[config.mk]
export PLATFORM = sky130hd
export DESIGN_NAME = bnn_pe_array_param
export DESIGN_NICKNAME = d
export VERILOG_FILES = /design/src/rtl/bnn_pe_array_param.sv
export SDC_FILE = /design/constraint.sdc
export NUM_CORES = 1
export LEC_CHECK = 0
export CAP_MARGIN = 40
export CORE_ASPECT_RATIO = 1.5
export CORE_UTILIZATION = 45
export CTS_CLUSTER_DIAMETER = 100
export DETAILED_ROUTE_END_ITERATION = 8
export GPL_TIMING_DRIVEN = 0
export PLACE_DENSITY = 0.62
export SETUP_SLACK_MARGIN = 0.15
export SYNTH_ARGS = -nofsm -noshare
export SYNTH_HDL_FRONTEND = slang
export SYNTH_SLANG_ARGS = --single-unit
export TNS_END_PERCENT = 10
[constraint.sdc]
create_clock -name clk_in -period 9.15 [get_ports clk_in]
set_clock_uncertainty 0.2 [all_clocks]
set_input_delay 1.3725 -clock clk_in [delete_from_list [all_inputs] [get_ports clk_in]]
set_output_delay 1.3725 -clock clk_in [all_outputs]
set_load 0.01 [all_outputs]
[src/rtl/bnn_pe_array_param.sv]
// Weight-stationary binary PE array: ROWS rows of DEPTH stored weight words,
// XNOR-popcount dot product against a streamed activation vector, saturating sums.
module bnn_pe_array_param #(
  parameter int ROWS   = 3,
  parameter int VEC_W  = 27,
  parameter int DEPTH  = 4,
  parameter int PSUM_W = 14
) (
  input  logic                     clk_in,
  input  logic                     rst_in,
  input  logic                     start,
  input  logic                     reload_w,
  input  logic                     mode,
  input  logic [VEC_W-1:0]         data_in,
  input  logic                     in_valid,
  output logic                     in_ready,
  output logic [ROWS*PSUM_W-1:0]   psum_out,
  output logic                     out_valid,
  input  logic                     out_ready,
  output logic                     busy
);

  localparam int NW     = ROWS * DEPTH;
  localparam int WCNT_W = (NW > 1) ? $clog2(NW) : 1;
  localparam int ACNT_W = (DEPTH > 1) ? $clog2(DEPTH) : 1;
  localparam int TERM_W = $clog2(VEC_W + 1) + 1;
  localparam int SUM_W  = ((PSUM_W > TERM_W) ? PSUM_W : TERM_W) + 1;

  localparam logic signed [SUM_W-1:0] ACC_MAX = SUM_W'((2 ** (PSUM_W - 1)) - 1);
  localparam logic signed [SUM_W-1:0] ACC_MIN = ~ACC_MAX;

  typedef enum logic [2:0] {S_IDLE, S_LOAD_W, S_LOAD_A, S_DRAIN, S_OUT} state_t;

  state_t              r_state;
  logic                r_in_ready;
  logic                r_out_valid;
  logic                r_busy;
  logic                r_mode;
  logic                r_w_loaded;
  logic                r_s1_valid;
  logic                r_drain_cnt;
  logic [WCNT_W-1:0]   r_wcnt;
  logic [ACNT_W-1:0]   r_acnt;
  logic [VEC_W-1:0]    r_wmem [NW];

  logic w_w_fire;
  logic w_a_fire;
  logic w_job_start;
  logic w_load_out;

  assign w_w_fire    = in_valid & r_in_ready & (r_state == S_LOAD_W);
  assign w_a_fire    = in_valid & r_in_ready & (r_state == S_LOAD_A);
  assign w_job_start = (r_state == S_IDLE) & start;
  assign w_load_out  = (r_state == S_DRAIN) & r_drain_cnt;

  assign in_ready  = r_in_ready;
  assign out_valid = r_out_valid;
  assign busy      = r_busy;

  always_ff @(posedge clk_in or negedge rst_in) begin
    if (!rst_in) begin
      r_state     <= S_IDLE;
      r_in_ready  <= 1'b0;
      r_out_valid <= 1'b0;
      r_busy      <= 1'b0;
      r_mode      <= 1'b0;
      r_w_loaded  <= 1'b0;
      r_s1_valid  <= 1'b0;
      r_drain_cnt <= 1'b0;
      r_wcnt      <= '0;
      r_acnt      <= '0;
    end else begin
      r_s1_valid <= w_a_fire;
      case (r_state)
        S_IDLE: begin
          if (start) begin
            r_mode     <= mode;
            r_busy     <= 1'b1;
            r_in_ready <= 1'b1;
            r_wcnt     <= '0;
            r_acnt     <= '0;
            r_state    <= (reload_w || !r_w_loaded) ? S_LOAD_W : S_LOAD_A;
          end
        end
        S_LOAD_W: begin
          if (w_w_fire) begin
            if (r_wcnt == WCNT_W'(NW - 1)) begin
              r_wcnt     <= '0;
              r_w_loaded <= 1'b1;
              r_state    <= S_LOAD_A;
            end else begin
              r_wcnt <= r_wcnt + 1'b1;
            end
          end
        end
        S_LOAD_A: begin
          if (w_a_fire) begin
            if (r_acnt == ACNT_W'(DEPTH - 1)) begin
              r_acnt      <= '0;
              r_in_ready  <= 1'b0;
              r_drain_cnt <= 1'b0;
              r_state     <= S_DRAIN;
            end else begin
              r_acnt <= r_acnt + 1'b1;
            end
          end
        end
        S_DRAIN: begin
          // first cycle lets stage 2 absorb the last term, second presents the result
          r_drain_cnt <= 1'b1;
          if (r_drain_cnt) begin
            r_out_valid <= 1'b1;
            r_state     <= S_OUT;
          end
        end
        S_OUT: begin
          if (out_ready) begin
            r_out_valid <= 1'b0;
            r_busy      <= 1'b0;
            r_state     <= S_IDLE;
          end
        end
        default: begin
          r_state     <= S_IDLE;
          r_in_ready  <= 1'b0;
          r_out_valid <= 1'b0;
          r_busy      <= 1'b0;
        end
      endcase
    end
  end

  // Weight contents are not reset; r_w_loaded alone marks them usable.
  always_ff @(posedge clk_in) begin
    if (w_w_fire) begin
      r_wmem[r_wcnt] <= data_in;
    end
  end

  genvar gi;
  generate
    for (gi = 0; gi < ROWS; gi++) begin : g_row
      localparam logic [WCNT_W-1:0] BASE = WCNT_W'(gi * DEPTH);

      logic [WCNT_W-1:0]        w_ridx;
      logic [TERM_W-1:0]        w_pc;
      logic signed [TERM_W-1:0] w_term;
      logic signed [SUM_W-1:0]  w_sum;
      logic signed [TERM_W-1:0] r_term;
      logic signed [PSUM_W-1:0] r_acc;
      logic signed [PSUM_W-1:0] r_psum;
      logic                     r_sat;

      assign w_ridx = BASE + WCNT_W'(r_acnt);
      assign w_pc   = TERM_W'($countones(~(data_in ^ r_wmem[w_ridx])));
      // bipolar term 2*pc - VEC_W fits TERM_W even though 2*pc alone may wrap
      assign w_term = r_mode ? $signed(w_pc) : $signed((w_pc << 1) - TERM_W'(VEC_W));
      assign w_sum  = {{(SUM_W - PSUM_W){r_acc[PSUM_W-1]}}, r_acc}
                    + {{(SUM_W - TERM_W){r_term[TERM_W-1]}}, r_term};

      always_ff @(posedge clk_in or negedge rst_in) begin
        if (!rst_in) begin
          r_term <= '0;
          r_acc  <= '0;
          r_psum <= '0;
          r_sat  <= 1'b0;
        end else begin
          if (w_a_fire) begin
            r_term <= w_term;
          end
          if (w_job_start) begin
            r_acc <= '0;
            r_sat <= 1'b0;
          end else if (r_s1_valid && !r_sat) begin
            if (w_sum > ACC_MAX) begin
              r_acc <= ACC_MAX[PSUM_W-1:0];
              r_sat <= 1'b1;
            end else if (w_sum < ACC_MIN) begin
              r_acc <= ACC_MIN[PSUM_W-1:0];
              r_sat <= 1'b1;
            end else begin
              r_acc <= w_sum[PSUM_W-1:0];
            end
          end
          if (w_load_out) begin
            r_psum <= r_acc;
          end
        end
      end

      assign psum_out[gi*PSUM_W +: PSUM_W] = r_psum;
    end
  endgenerate

endmodule

* Yosys cells after proc, flatten, opt, wreduce, memory -nomap -nowiden
Memory sizes are Yosys's and may differ from the RTL's. Cells that the tools add are included.
Storage, ports and cells: bits in registers 121, input port bits 34, output and inout port bits 45, word-level logic and storage cells 232, bits in writable memories 324, memories 1
Operators by class: eq/ne operators 13, reductions and logical operators 33, multiplexer cells 55, add/sub/neg operators 88, order comparisons 6, bitwise operators 14
Memories:
- r_wmem | words 12, width 27, rd ports 3, clocked after Yosys merged registers in 0, wr ports 1, RTL line 44 | logic [VEC_W-1:0] r_wmem [NW];
Operators by type and width (count):
- $mux 14 | 12
- $not 27->27 | 3
- $xor 27x27->27 | 3
- $add 1x1->2 | 39
- $add 2x2->3 | 18
- $add 14x6->15 | 3
- $gt 15x14->1 const B | 3
- $lt 15x14->1 const B | 3
- $add 3x3->4 | 9
- $mux 3 | 7
- $mux 1 | 19
- $add 5x5->6 | 3
- $mux 6 | 3
- $reduce_and 3->1 | 6
- $sub 6x5->6 const B | 3
- $add 4x3->5 | 3
- $add 4x4->5 | 3
- $pmux 3 s5 | 1
- $mux 4 | 3
- $reduce_bool 2->1 | 6
- $ne 2x2->1 const B | 5
- $add 2x1->3 | 3
- $pmux 1 s3 | 3
- $reduce_bool 3->1 | 3
- 24 further kinds | 45

* Longest topological paths before layout
Gate-level depths: netlist of the first run. An unclocked memory read counts as a cell.
word-level depth 11, gate-level depth with buffers 22, gate-level depth less buffers 20

* Worst setup path before layout of the first run
No wires, ideal clock.
path type register -> register, start register r_acnt[0], end register g_row[0].r_term[5], path buffers 2, data required time 8825 ps, cell stages (with the launch flop) 22, setup time 125 ps, data arrival time 7000 ps, slack 1825 ps, cell sequence dfrtp_1 > clkbuf_1 > buf_1 > mux4_2 > xnor2_1 > fa_1 > inv_1 > fa_1 > fa_1 > fa_1 > fa_1 > inv_1 > fa_1 > inv_1 > fa_1 > fa_1 > xnor2_1 > nand2_1 > nor3_1 > xnor2_1 > o21ai_0 > mux2_2
Between the ends: longest elaborated chain between the ends 10, elaborated cells on any way between the ends 31
Ends and longest elaborated chain:
- start: declaration | RTL line 43 | logic [ACNT_W-1:0] r_acnt;
- start signal: assignment | RTL line 104 | r_acnt <= r_acnt + 1'b1;
- $mem_v2 12x27 *
- $xor 27x27->27 * | RTL line 155 | assign w_pc = TERM_W'($countones(~(data_in ^ r_wmem[w_ridx])));
- $not 27->27 * | RTL line 155
- $add 1x1->2 (not written as such) | RTL line 155
- $add 2x2->3 (not written as such) | RTL line 155
- $add 3x3->4 (not written as such) | RTL line 155
- $add 4x4->5 (not written as such) or $add 4x3->5 (tied branches) | RTL line 155
- $add 5x5->6 (not written as such) * | RTL line 155
- $sub 6x5->6 | RTL line 157 | assign w_term = r_mode ? $signed(w_pc) : $signed((w_pc << 1) - TERM_W'(VEC_W));
- $mux 6 * | RTL line 157
- end signal: assignment | RTL line 169 | r_term <= w_term;
- end: declaration | RTL line 149 | logic signed [TERM_W-1:0] r_term;
Every way passes the cells marked *; elsewhere a longest branch is shown, timed or not. A chain may end at the register's enable or synchronous reset.

* Worst setup path in the final report of the first run
start register r_acnt[0], end register g_row[2].r_term[5]
Between the ends: longest elaborated chain between the ends 11, elaborated cells on any way between the ends 32
Ends and longest elaborated chain:
- $add 4x2->4 * | RTL line 154 | assign w_ridx = BASE + WCNT_W'(r_acnt);
- $mem_v2 12x27 *
- $xor 27x27->27 * | RTL line 155
- $not 27->27 * | RTL line 155
- $add 1x1->2 (not written as such) | RTL line 155
- $add 2x2->3 (not written as such) | RTL line 155
- $add 3x3->4 (not written as such) | RTL line 155
- $add 4x4->5 (not written as such) or $add 4x3->5 (tied branches) | RTL line 155
- $add 5x5->6 (not written as such) * | RTL line 155
- $sub 6x5->6 | RTL line 157
- $mux 6 * | RTL line 157
- end signal: assignment | RTL line 169
- end: declaration | RTL line 149
Marks and branches as above.

==> metrics, run 1 <==
outcome=finished clean; hold path startpoint=g_row[2].r_psum[1]; # hold bufs at CTS=0; fin crit period=8120 ps; Rows=97; total grt overflow=0; initial antenna violation count=2; Setup crit start=r_acnt[0]; dpl hpwl=~33000 um; Cell Area, Synth=21400 um2; post-synthesis mux area share=approximately 11%; setup_tns=0 ps; XOR/XNOR Fraction of Synth Area=5.23%; metal3 WL=1370 um; crit start category=flop; Synth Instances=1384; RSZ-0062 raised after global routing=false; ANT nets after route=0; CTS root buf=clkbuf_16; max_cap viols=0; Worst R2R Start=r_acnt[0]; Avg Cell Area, Syn=15.5 um2; final slew viol count=0; crit path kind=flop to flop; PostCTS Resize Cnt=0; pin count of the biggest net entering global routing=93; Num Clock Sinks=445; Die Width=~180 um; Seq/Total Area, Yosys=59.5%; Compound-Gate Fraction of Synth Area=7.01%; post-CTS setup buffer count=0; Worst-Margin Slew=846 ps; count of flip-flops with a built-in enable after synthesis=324; Core ar.=46800 um2; endpoints failing setup=0; top sig layer=met5; clock transition at the registers of the reported paths=60 ps; n_diodes=0; WP data arrival=8340 ps; Hold Path Class=flop to flop; Synth Net Count=1552; RePlAce Congestion=~0.81; share of post-route cells with drive strength above 1=16.0%; Yosys Warn Count=0; Critical Path RT=around 9400 ps; starting density of the core=45.8%; GRT Util Overall=19.7%; vias in the first global route=about 13000; WL met1=roughly 18000 um; Slew HR=43.3%; crit end category=flop; total CTS buffers=44; I/O Buffers=78; final critical-path share of the clock period=a little under 90%; synth unique cells=66; 1st-iter DRT viols=592; nets@finish=1708; I/O Pins=79; CTS tree=done; fillcell total=3907; die extent in y=269 um; CTS Buffer Depth=3; Yosys reg bits=around 450; share of synthesized registers carrying an async set or reset=27.2%; final wirelength=46000 um; Top FF cell, synth=edfxtp_1; die area=48500 um2; first-pass detailed-route iteration total=5; combinational family with the most area after synthesis=multiplexers; Layout area overhead=15.8%; Via density=approximately 5.5; routed length per placed instance=21.2 um; f_max=0.123 GHz; first-pass GRT wire length=73000 um; met2 WL post-DR=about 25000 um; Max Fanout on Critical Path=10; H-tree Lvls=2; clock latency on the worst-skew pair=560 ps; adder-cell area share of the yosys netlist=9.92%; DRC Markers=0; simple-gate portion of the synthesized area=under 10%; via count=~12000; Fin. Hold Viols=0
[cell type report]
class / count / area, um2 / share of cell area (%)
plain buffers: 43 / 180 / 0.725
clock inverters: 27 / 231 / 0.932
repair buffers: 110 / 1260 / 5.07
well taps: 594 / 743 / 2.99
multi-input cells: 799 / 8160 / 32.9
clock buffers: 49 / 1140 / 4.59
flip-flops and latches: 445 / 12800 / 51.4
inverters: 97 / 364 / 1.47
[cell usage after synthesis (7+ instances only)]
| cell type | number | area [um2] |
|---|---|---|
| mux2i_1 | 9 | 90.1 |
| buf_1 | 10 | 37.5 |
| a31oi_1 | 8 | 50.1 |
| xor2_1 | 68 | 596 |
| edfxtp_1 | 324 | 9730 |
| fa_1 | 60 | 1200 |
| a221o_1 | 33 | 330 |
| nand3_1 | 14 | 70.1 |
| o21ai_0 | 53 | 265 |
| mux4_2 | 81 | 1820 |
| nand2_1 | 49 | 184 |
| o211ai_1 | 7 | 52.6 |
| nor2_1 | 42 | 158 |
| and3_1 | 9 | 56.3 |
| ha_1 | 74 | 926 |
| a21o_1 | 13 | 97.6 |
| xnor2_1 | 60 | 526 |
| a21oi_1 | 37 | 185 |
| dfrtp_1 | 121 | 3030 |
| inv_1 | 95 | 357 |
| clkbuf_1 | 30 | 113 |
| nor3_1 | 16 | 80.1 |
| nand2b_1 | 12 | 75.1 |
| mux2_2 | 44 | 495 |
| and2_1 | 17 | 106 |
| nor2b_1 | 15 | 93.8 |
[state kept, by name, summed over array words and instances, names as in the netlist]
| signal | flops |
|---|---|
| out_valid | 1 |
| r_s1_valid | 1 |
| g_row.r_acc | 42 |
| r_state | 3 |
| busy | 1 |
| r_wcnt | 4 |
| in_ready | 1 |
| r_mode | 1 |
| r_w_loaded | 1 |
| r_acnt | 2 |
| g_row.r_psum | 42 |
| g_row.r_term | 18 |
| r_wmem | 324 |
| g_row.r_sat | 3 |
| r_drain_cnt | 1 |
[critical path, cell delays in order, from the launching register on]
cell and delay [ps]:
dfrtp_1 390, clkbuf_1 570, buf_1 440, buf_6 210
mux4_2 520, xnor2_1 290, fa_1 500, inv_1 140
fa_1 460, fa_1 560, fa_1 550, fa_1 540
inv_1 90, fa_1 540, inv_1 50, fa_1 460
fa_1 430, xnor2_1 260, nand2_1 100, nor3_1 190
xnor2_1 140, o21ai_0 80, mux2_2 280
[final timing paths]
check,end,depth (start not counted),slack (ps)
hold / removal,g_row[2].r_psum[1],2,280
setup reg to reg,g_row[2].r_term[5],22,1030
min in group asynchronous,g_row[2].r_acc[8],1,500
hold reg to reg,g_row[2].r_psum[1],2,280
max in group asynchronous,g_row[0].r_psum[6],2,7510
setup / recovery,g_row[2].r_term[5],22,1030
[cells in the final DEF (no fill, tap or decap), types with 6 or more instances in the layout]
cell             netlist  layout
inv_1                 95      95
clkbuf_16              0      45
mux2i_1                9       9
ha_1                  74      74
nand2_1               49      49
buf_12                 0      10
nor3_1                16      14
a221o_1               33      33
and2_2                 0      10
and3_1                 9       9
nand3_1               14      14
buf_4                  1       6
o21ai_0               53      53
xor2_1                68      68
a31oi_1                8       8
buf_6                  2       8
nor2b_1               15      15
xnor2_1               60      60
nand2b_1              12      12
a21o_1                13      13
clkinv_1               0      12
and2_1                17       7
clkdlybuf4s50_1        0      77
nor2_1                42      42
dfrtp_1              121     121
mux2_2                44      44
a21oi_1               37      37
o211ai_1               7       7
buf_1                 10      10
edfxtp_1             324     324
clkbuf_1              30      34
mux4_2                81      81
fa_1                  60      60
buf_8                  0      10
[logic make-up (layout without fill, tap and decap cells)]
kind of cell             count (synthesis)  count (layout)
buffers and inverters                  140             326
flip-flops                             445             445
adder cells (fa/ha/maj)                134             134
XOR/XNOR                               128             128
multiplexers                           134             134
AO/OA/AOI/OAI                          208             208
AND/OR/NAND/NOR                        195             195
[per-layer routing]
| layer | up-vias | track usage (%) |
|---|---|---|
| met2 | 200 | 37.2 |
| met3 | 74 | 2.44 |
| met1 | 6123 | 22.6 |
| met4 | 4 | 7.02 |
| li1 | 5504 | - |
| met5 | - | 0 |
[per-stage QoR]
step           setup slack [ps]  util (%)  cell area [um2]  std cells  hold WS [ps]
2_1_floorplan              1830         -            21400       1384           250
3_3_place_gp                647      49.0            23000       2056           268
5_1_grt                     565      53.0            24800       2164           321
3_5_place_dp                792      50.1            23500       2088           278
6_report                   1030      53.0            24800       2164           283
4_1_cts                     891      53.0            24800       2164           291
Power of run 1 is left out: the tool's default activity adds up to more than one toggle a clock period on the data nets, which glitch-free logic cannot reach.
==> run 2, diff against run 1 <==
CORE_MARGIN = 2   (was default)
GPL_TIMING_DRIVEN = default   (was 0)
==> run 2 against run 1 <==
Compared with the run above:
- clock-buffer cell count increased by 9
- register-to-register slack improved by 560 ps
- worst setup slack improved by 560 ps
- flip-flop and latch count unchanged
- first-iteration DRC count increased by 14%
- largest cell class unchanged
- die area increased by 1.9%
- design area decreased by 1.8%
- core utilization decreased by 1.5 points
- global-route usage decreased by 0.83 points
==> metrics, run 2 (synthesis results as in run 1) <==
largest reg by FF count=r_wmem; die extent in y=271 um (+0.74%); pin count of the biggest net entering global routing=76 (-18%); GRT Util Overall=18.8% (-0.83 points); total grt overflow=0 (unchanged); ANT nets after route=0 (unchanged); # hold bufs at CTS=0 (unchanged); WP data arrival=7800 ps (-540 ps); RePlAce Congestion=0.813 (+0.63%); Setup crit start=r_acnt[0]; DRC Markers=0 (unchanged); Die Width=182 um (+1.1%); RSZ-0062 raised after global routing=false; final slew viol count=0 (unchanged); Cell Chain, Critical Path=buf_4 -> mux4_2 -> xor2_1 -> fa_1 -> fa_1 -> fa_1 -> fa_1 -> fa_1 -> inv_1 -> fa_1 -> inv_1 -> fa_1 -> fa_1 -> xnor2_1 -> nand2_1 -> nor3_1 -> xnor2_1 -> o21ai_0 -> mux2_2; clock latency on the worst-skew pair=560 ps (about the same); dpl hpwl=29500 um (-11%); top flop regs=r_wmem: 324 flops, g_row.r_acc: 42 flops, g_row.r_psum: 42 flops; H-tree Lvls=2 (unchanged); CTS tree=done; fillcell total=3977 (+1.8%); routed length per placed instance=21.0 um (-0.95%); vias in the first global route=12200 (-4.1%); I/O Pins=79 (unchanged); cell mode on critical path=fa_1; crit path kind=flop to flop; nets@finish=1663 (-2.6%); Rows=98 (+1.0%); final critical-path share of the clock period=82.7% (-6.1 points); clock transition at the registers of the reported paths=60 ps (about the same); 1st-iter DRT viols=677 (+14%); CTS root buf=clkbuf_16; Critical Path End=g_row[0].r_term[5]; share of post-route cells with drive strength above 1=15.5% (-0.48 points); total CTS buffers=43 (-2.3%); Slowest cell on crit path=dfrtp_4; Worst R2R Start=r_acnt[0]; Via density=5.48 (-0.40%); most frequent cells in the layout=324 x edfxtp_1, 119 x dfrtp_1, 95 x inv_1; Num Clock Sinks=445 (unchanged); Hold Path Class=flop to flop; max incr delay on CP=830 ps (+260 ps); max_cap viols=0 (unchanged); Critical Path RT=9390 ps (+20 ps); endpoints failing setup=0 (unchanged); Reg2Reg Depth=19 (-14%); I/O Buffers=78 (unchanged); Core ar.=47300 um2 (+1.0%); Worst-Margin Slew=872 ps (+26.5 ps); via count=11700 (-2.0%); f_max=0.132 GHz (+7.4%); post-CTS setup buffer count=0 (unchanged); Layout area overhead=13.8%; setup_tns=0 ps (unchanged); CTS Buffer Depth=3 (unchanged); Largest register FFs=324 (unchanged); crit end category=flop; Max Fanout on Critical Path=29 (+19); PostCTS Resize Cnt=0 (unchanged); final wirelength=44800 um (-2.5%); crit start category=flop; r2r setup slk=1590 ps (+560 ps); Bufs and invs on worst path=3 (-3); first-pass detailed-route iteration total=5 (unchanged); Slew HR=41.9% (-1.5 points); CP Depth=19 (-14%); Top delay family on crit path=adder cells; Fin. Hold Viols=0 (unchanged); starting density of the core=45.3% (-0.47 points); fin crit period=7560 ps (-556 ps); initial antenna violation count=2 (unchanged); die area=49400 um2 (+1.9%); first-pass GRT wire length=71400 um (-2.2%); worst flop-to-flop path endpoint=g_row[0].r_term[5]; outcome=finished clean; commonest non-fill, non-tap cell in the layout=edfxtp_1; Post-Route Utilization=51.6% (-1.5 points)
run 2: worst min-delay path, cell delays in order, from the launching register on:
cell and delay (ps):
dfrtp_1 340, nand2_1 50, o21ai_0 60
run 2: how the worst min path moves through the flow:
stage / start / endpoint / slack, ps / depth (start not counted)
finish: g_row[2].r_psum[1] / g_row[2].r_psum[1] / 280 / 2
global route: g_row[2].r_term[2] / g_row[2].r_term[2] / 310 / 2
detailed placement: g_row[2].r_psum[1] / g_row[2].r_psum[1] / 280 / 2
floorplan: g_row[1].r_sat / g_row[1].r_sat / 250 / 2
global placement: g_row[0].r_psum[1] / g_row[0].r_psum[1] / 260 / 2
CTS: g_row[2].r_psum[1] / g_row[2].r_psum[1] / 290 / 2
run 2: through the flow:
stage	setup WS, ps	cell area (um2)	instances	hold WS [ps]
final	1590	24400	2130	279
after global placement	1170	23000	2043	264
after detailed placement	1020	23100	2050	277
after CTS	1480	24400	2128	291
after global routing	1210	24400	2130	307
after floorplan	1830	21400	1384	250
run 2: layout make-up:
cell class | instances | area, um2 | area share (%)
diodes | 2 | 5.00 | 0.0205
clock buffers | 58 | 1210 | 4.95
clock inverters | 20 | 138 | 0.564
inverters | 97 | 364 | 1.49
multi-input cells | 799 | 8150 | 33.4
flip-flops and latches | 445 | 12800 | 52.3
well taps | 600 | 751 | 3.08
repair buffers | 109 | 1020 | 4.18
run 2: layer usage:
layer | track usage (%) | wire length, um | up-vias
met5 | 0 | 11 | -
met4 | 4.99 | 908 | 2
met3 | 2.50 | 1570 | 57
met2 | 35.4 | 24700 | 167
met1 | 22.6 | 17600 | 6011
li1 | - | - | 5434
Power of run 2 is left out for the same reason.
